### src/rtl/div_pkg.sv
// Shared widths, FSM state encoding and constants for the non-restoring divider.
package div_pkg;

    localparam int DW = 20;
    localparam int VW = 16;
    localparam int PW = VW + 2;

    typedef enum logic [1:0] {
        IDLE,
        RUN,
        FIX,
        DONE
    } state_e;

    localparam logic [DW-1:0] DZ_QUOT = '1;

endpackage

### src/rtl/addsub18.sv
// Combinational W-bit add/subtract (y = a + b or a - b), split into a low half
// and a carry-selected high half to mirror the datapath adders.
module addsub18
    import div_pkg::*;
#(
    parameter int W = PW
) (
    input  logic [W-1:0] i_a,
    input  logic [W-1:0] i_b,
    input  logic         i_sub,
    output logic [W-1:0] o_y
);

    localparam int LW = W / 2;
    localparam int HW = W - LW;

    logic [W-1:0]  w_b;
    logic [LW:0]   w_lo;
    logic [HW-1:0] w_hi0;
    logic [HW-1:0] w_hi1;

    // Subtraction is a + ~b + 1, with the +1 entering as the low-half carry-in.
    assign w_b   = i_b ^ {W{i_sub}};
    assign w_lo  = {1'b0, i_a[LW-1:0]} + {1'b0, w_b[LW-1:0]} + {{LW{1'b0}}, i_sub};
    assign w_hi0 = i_a[W-1:LW] + w_b[W-1:LW];
    assign w_hi1 = i_a[W-1:LW] + w_b[W-1:LW] + HW'(1);
    assign o_y   = {(w_lo[LW] ? w_hi1 : w_hi0), w_lo[LW-1:0]};

endmodule

### src/rtl/nr_divider.sv
// Sequential unsigned non-restoring divider: one quotient bit per clock through a
// single shared add/subtract unit, with valid/ready handshakes on both sides.
module nr_divider #(
    parameter int DW = 20,
    parameter int VW = 16
) (
    input  logic          clk,
    input  logic          rst_n,
    input  logic          in_valid,
    output logic          in_ready,
    input  logic [DW-1:0] dividend,
    input  logic [VW-1:0] divisor,
    output logic          out_valid,
    input  logic          out_ready,
    output logic [DW-1:0] quotient,
    output logic [VW-1:0] remainder,
    output logic          div_zero
);

    import div_pkg::*;

    localparam int PW = VW + 2;
    localparam int CW = $clog2(DW);

    state_e        r_state;
    state_e        w_state_nxt;
    logic [PW-1:0] r_p;
    logic [DW-1:0] r_q;
    logic [VW-1:0] r_d;
    logic [CW-1:0] r_cnt;
    logic [DW-1:0] r_quotient;
    logic [VW-1:0] r_remainder;
    logic          r_div_zero;

    logic          w_accept;
    logic [PW-1:0] w_p_shift;
    logic [PW-1:0] w_add_a;
    logic          w_add_sub;
    logic [PW-1:0] w_sum;

    assign w_accept  = (r_state == IDLE) && in_valid;
    assign w_p_shift = {r_p[PW-2:0], r_q[DW-1]};

    // RUN steps the shifted remainder; FIX reuses the same unit to add D back.
    assign w_add_a   = (r_state == RUN) ? w_p_shift : r_p;
    assign w_add_sub = (r_state == RUN) && !r_p[PW-1];

    addsub18 #(
        .W(PW)
    ) u_addsub (
        .i_a  (w_add_a),
        .i_b  ({{(PW-VW){1'b0}}, r_d}),
        .i_sub(w_add_sub),
        .o_y  (w_sum)
    );

    // NOTE: every path assigns a default first, so the next-state decode
    // cannot infer a latch.
    always_comb begin
        w_state_nxt = r_state;
        case (r_state)
            IDLE: if (in_valid) w_state_nxt = (divisor == '0) ? DONE : RUN;
            RUN:  if (r_cnt == '0) w_state_nxt = FIX;
            FIX:  w_state_nxt = DONE;
            DONE: if (out_ready) w_state_nxt = IDLE;
            default: w_state_nxt = IDLE;
        endcase
    end

    // NOTE: state registers use non-blocking assignments so every flop samples
    // pre-edge values regardless of statement order.
    always_ff @(posedge clk or negedge rst_n) begin
        if (!rst_n) r_state <= IDLE;
        else        r_state <= w_state_nxt;
    end

    always_ff @(posedge clk or negedge rst_n) begin
        if (!rst_n) begin
            r_p         <= '0;
            r_q         <= '0;
            r_d         <= '0;
            r_cnt       <= '0;
            r_quotient  <= '0;
            r_remainder <= '0;
            r_div_zero  <= 1'b0;
        end else begin
            case (r_state)
                IDLE: begin
                    if (w_accept) begin
                        r_d   <= divisor;
                        r_p   <= '0;
                        r_q   <= dividend;
                        r_cnt <= CW'(DW - 1);
                        if (divisor == '0) begin
                            r_quotient  <= DZ_QUOT;
                            r_remainder <= '0;
                            r_div_zero  <= 1'b1;
                        end
                    end
                end
                RUN: begin
                    r_p <= w_sum;
                    r_q <= {r_q[DW-2:0], ~w_sum[PW-1]};
                    if (r_cnt != '0) r_cnt <= r_cnt - 1'b1;
                end
                FIX: begin
                    r_quotient  <= r_q;
                    r_remainder <= r_p[PW-1] ? w_sum[VW-1:0] : r_p[VW-1:0];
                    r_div_zero  <= 1'b0;
                end
                default: ;
            endcase
        end
    end

    assign in_ready  = (r_state == IDLE);
    assign out_valid = (r_state == DONE);
    assign quotient  = r_quotient;
    assign remainder = r_remainder;
    assign div_zero  = r_div_zero;

endmodule
### config.mk
export PLATFORM = sky130hd
export DESIGN_NAME = nr_divider
export DESIGN_NICKNAME = d
export VERILOG_FILES = /design/src/rtl/div_pkg.sv /design/src/rtl/addsub18.sv /design/src/rtl/nr_divider.sv
export SDC_FILE = /design/constraint.sdc
export NUM_CORES = 1
export LEC_CHECK = 0
export BUFFER_PORTS_ARGS = -buffer_cell sky130_fd_sc_hd__buf_2
export CAP_MARGIN = 15
export CORE_MARGIN = 2
export CORE_UTILIZATION = 50
export DETAILED_ROUTE_END_ITERATION = 8
export PLACE_DENSITY = 0.76
export SYNTH_ARGS = -nofsm -noshare
export SYNTH_HDL_FRONTEND = slang
export SYNTH_SLANG_ARGS = --single-unit
### constraint.sdc
create_clock -name clk -period 3.9 [get_ports clk]
set_input_delay 0.39 -clock clk [delete_from_list [all_inputs] [get_ports clk]]
set_output_delay 0.39 -clock clk [all_outputs]
set_load 0.02 [all_outputs]
==> reports/results.txt <==
status -> completed
RSZ-0062 raised after global routing -> false
first drt pass iteration count -> 5
# IOs -> 79
Final setup violation count -> 0
measured slew at the worst slew-check pin -> 0.974 ns
CTS tree -> built
Setup crit start -> r_state[1]$_DFFE_PN0P_
Worst R2R End -> r_q[0]$_DFFE_PN0P_
max-capacitance violation count -> 0
CP max FO -> 12
number of flops mapped to enable cells by yosys -> 0
Yosys reg bits -> 98
Initial Util -> 51.3%
synth top area cells -> dfrtp_1, mux2_2, ha_1, mux2i_1, o21ai_0
worst path cell trace -> inv_1 > ha_2 > buf_4 > mux2_2 > ha_1 > a21o_1 > a221oi_1 > xnor2_1 > nor2b_1 > nand4_2 > xnor2_1 > a21oi_1
Yosys top cell area share -> 43.9%
first-pass GRT wire length -> 20.7 mm
Largest stage delay, worst path -> 0.43 ns
Vias -> 4,440
Final nets -> 701
synth cell count leaders -> dfrtp_1, nand2_1, o21ai_0
r2r worst-path depth -> 12
Placement Cell Area -> 6150 um2
footprint of the multi-input gates -> 2900 um2
CP Launch Type -> flop
TritonCTS Buffers -> 9
WP data required -> 4.13 ns
count of input and output buffers -> 78
CP endpoint kind -> flop
Resized Gates After CTS -> 0
average cell area after synthesis -> 9.91 um2
Starting DRT DRC Count -> 318
Yosys cell types -> 55
row count -> 38
Die W -> 110 um
maximum clock frequency -> 297 MHz
DRC violations left -> 0
setup bufs post-CTS -> 0
Filler cells -> 935
Flop pwr share -> 25.9%
clk_skew -> 0.00901 ns
Worst slew margin -> 35.1%
Worst-path clk slew -> 0.10 ns
Final Max Slew Viols -> 0
vias in the first global route -> 4,324
CP max-delay cell -> dfrtp_1
P_sw -> 0.00322 W
cell mode on critical path -> xnor2_1
Period minus WS final -> 3.37 ns
post-route antenna net violation count -> 0
clock share of power -> 10.2%
initial antenna violation count -> 0
design area -> 6350 um2
Setup TNS -> 0 ns
synthesized area -> 5580 um2
die height -> 110 um
clk_lat worst skew -> 0.38 ns
PD cells -> 1050 nW/um2
area grow syn2layout -> 13.8%
syn nets -> 628
hpwl dp -> 9.46 mm
Min-Delay Path Class -> input port to asynchronous set/reset pin
Core Region -> 10,900 um2
Comb pwr share -> 63.9%
total congestion overflow -> 0
Crit Path Category -> flop to flop
largest net degree at the start of global routing -> 77
async set-or-reset flop fraction in the synthesized netlist -> 100%
WL/cell -> 16.5 um
clk sinks -> 98
vias per cell -> 5.69
most common cell in the netlist -> dfrtp_1
ANT cells -> 0
Clock Tree Buf Depth -> 2
crit path DAT -> 3.60 ns
reg-to-reg setup timing slack -> 0.53 ns
ratio of cells with drive above 1 in the final layout -> 23.7%
Total Die Area -> 12,000 um2
final hold vios -> 0
synth warn -> 0
H-tree levels -> 3
DRT Wirelength -> 12.9 mm
top_reg_cell synth -> dfrtp_1
Final Util -> 58.3%
Net Sw Frac -> 48.2%
cell taking the most area after synthesis -> dfrtp_1
clk root buf -> clkbuf_8
Hold-fix buffers, CTS -> 0
Max IR drop VDD -> 458 uV
FF/Latch Area -> 2450 um2
total power -> 0.00668 W
crit path capture -> r_q[0]$_DFFE_PN0P_
global placer's final weighted congestion -> 0.906
GRT Overall Usage -> 22.2%
Leakage -> 2.89 nW
P_int -> 0.00346 W
fin crit share -> 86.4%
Post-Synthesis Cells -> 563
sequential-to-total area share from yosys stat -> 43.9%
worst r2r src -> r_state[1]$_DFFE_PN0P_
## layout make-up
| type | count | area share (%) |
|---|---|---|
| Multi-Input combinational cell | 403 | 45.6 |
| Sequential cell | 98 | 38.6 |
| Timing Repair Buffer | 91 | 7.92 |
| Tap cell | 140 | 2.76 |
| Clock buffer | 9 | 1.95 |
| Inverter | 33 | 1.95 |
| Clock inverter | 7 | 1.18 |
## layout by cell type (no fill, tap or decap), types with 5 or more instances in the layout
cell	Yosys	layout
xnor2_1	28	28
clkbuf_8	0	9
mux2_2	32	32
a21oi_1	20	20
nand3_1	7	7
a31oi_1	23	23
nor2_1	40	40
dfrtp_1	98	98
ha_1	23	22
inv_1	33	33
buf_4	0	13
buf_2	5	77
nand2_1	59	59
a21o_1	5	5
xor2_1	11	11
a211oi_1	5	5
mux2i_1	28	28
o21ai_0	51	51
a22o_1	10	10
## registers in the layout, indices dropped and copies added, names as in the netlist
register,cells
r_q,20
div_zero,1
r_p,18
remainder,16
r_cnt,5
r_d,16
r_state,2
quotient,20
## per-stage QoR
step                      setup slack [ns]  cells  hold slack [ns]
after detailed placement             0.546    765            0.456
final                                0.530    781            0.158
after global placement               0.697    765            0.450
after floorplan                      0.352    563           0.0944
after global routing                 0.323    781            0.230
after CTS                            0.522    781            0.199
## critical path: cells and delay by family (launching register included)
family | cells | cell delay (ns)
simple gates | 2 | 0.36
xor+xnor | 2 | 0.48
buf+inv | 2 | 0.32
flops | 1 | 0.43
mux | 1 | 0.36
fa+ha+maj | 2 | 0.55
compound gates | 3 | 0.73
## power groups by stage
stage	clock [W]	sequential [W]	combinational (W)
floorplan	0	0.00180	0.00314
global placement	0	0.00172	0.00403
detailed placement	0	0.00175	0.00422
CTS	0.000697	0.00172	0.00425
global route	0.000737	0.00178	0.00469
finish	0.000682	0.00173	0.00427
## worst min path at each step
| stage | slack, ns | end | cells past startpoint |
|---|---|---|---|
| floorplan | 0.09 | div_zero$_DFFE_PN0P_ | 0 |
| global placement | 0.45 | remainder[1]$_DFFE_PN0P_ | 2 |
| detailed placement | 0.46 | remainder[1]$_DFFE_PN0P_ | 2 |
| CTS | 0.20 | quotient[6]$_DFFE_PN0P_ | 1 |
| global route | 0.23 | quotient[14]$_DFFE_PN0P_ | 1 |
| finish | 0.16 | quotient[14]$_DFFE_PN0P_ | 1 |
## per-layer routing
| layer | part of all wire, % | up-vias | routed length (um) | track usage (%) |
|---|---|---|---|---|
| li1 | - | 2122 | - | - |
| met1 | 45 | 2146 | 5790 | 29.2 |
| met2 | 47 | 153 | 6090 | 37.7 |
| met3 | 6.3 | 19 | 813 | 2.85 |
| met4 | 1.4 | 0 | 180 | 7.96 |
| met5 | 0 | - | 0 | 0 |
## cells by family (layout without fill, tap and decap cells)
logic type,Yosys count,after routing,share of synthesized area [%]
buf+inv,62,140,4.42
mux,60,60,11.5
xor+xnor,39,39,6.12
flops,98,98,43.9
fa+ha+maj,25,25,5.87
simple gates,138,138,11.5
compound gates,141,141,16.7
No activity file was read; power rests on OpenSTA's default activity.
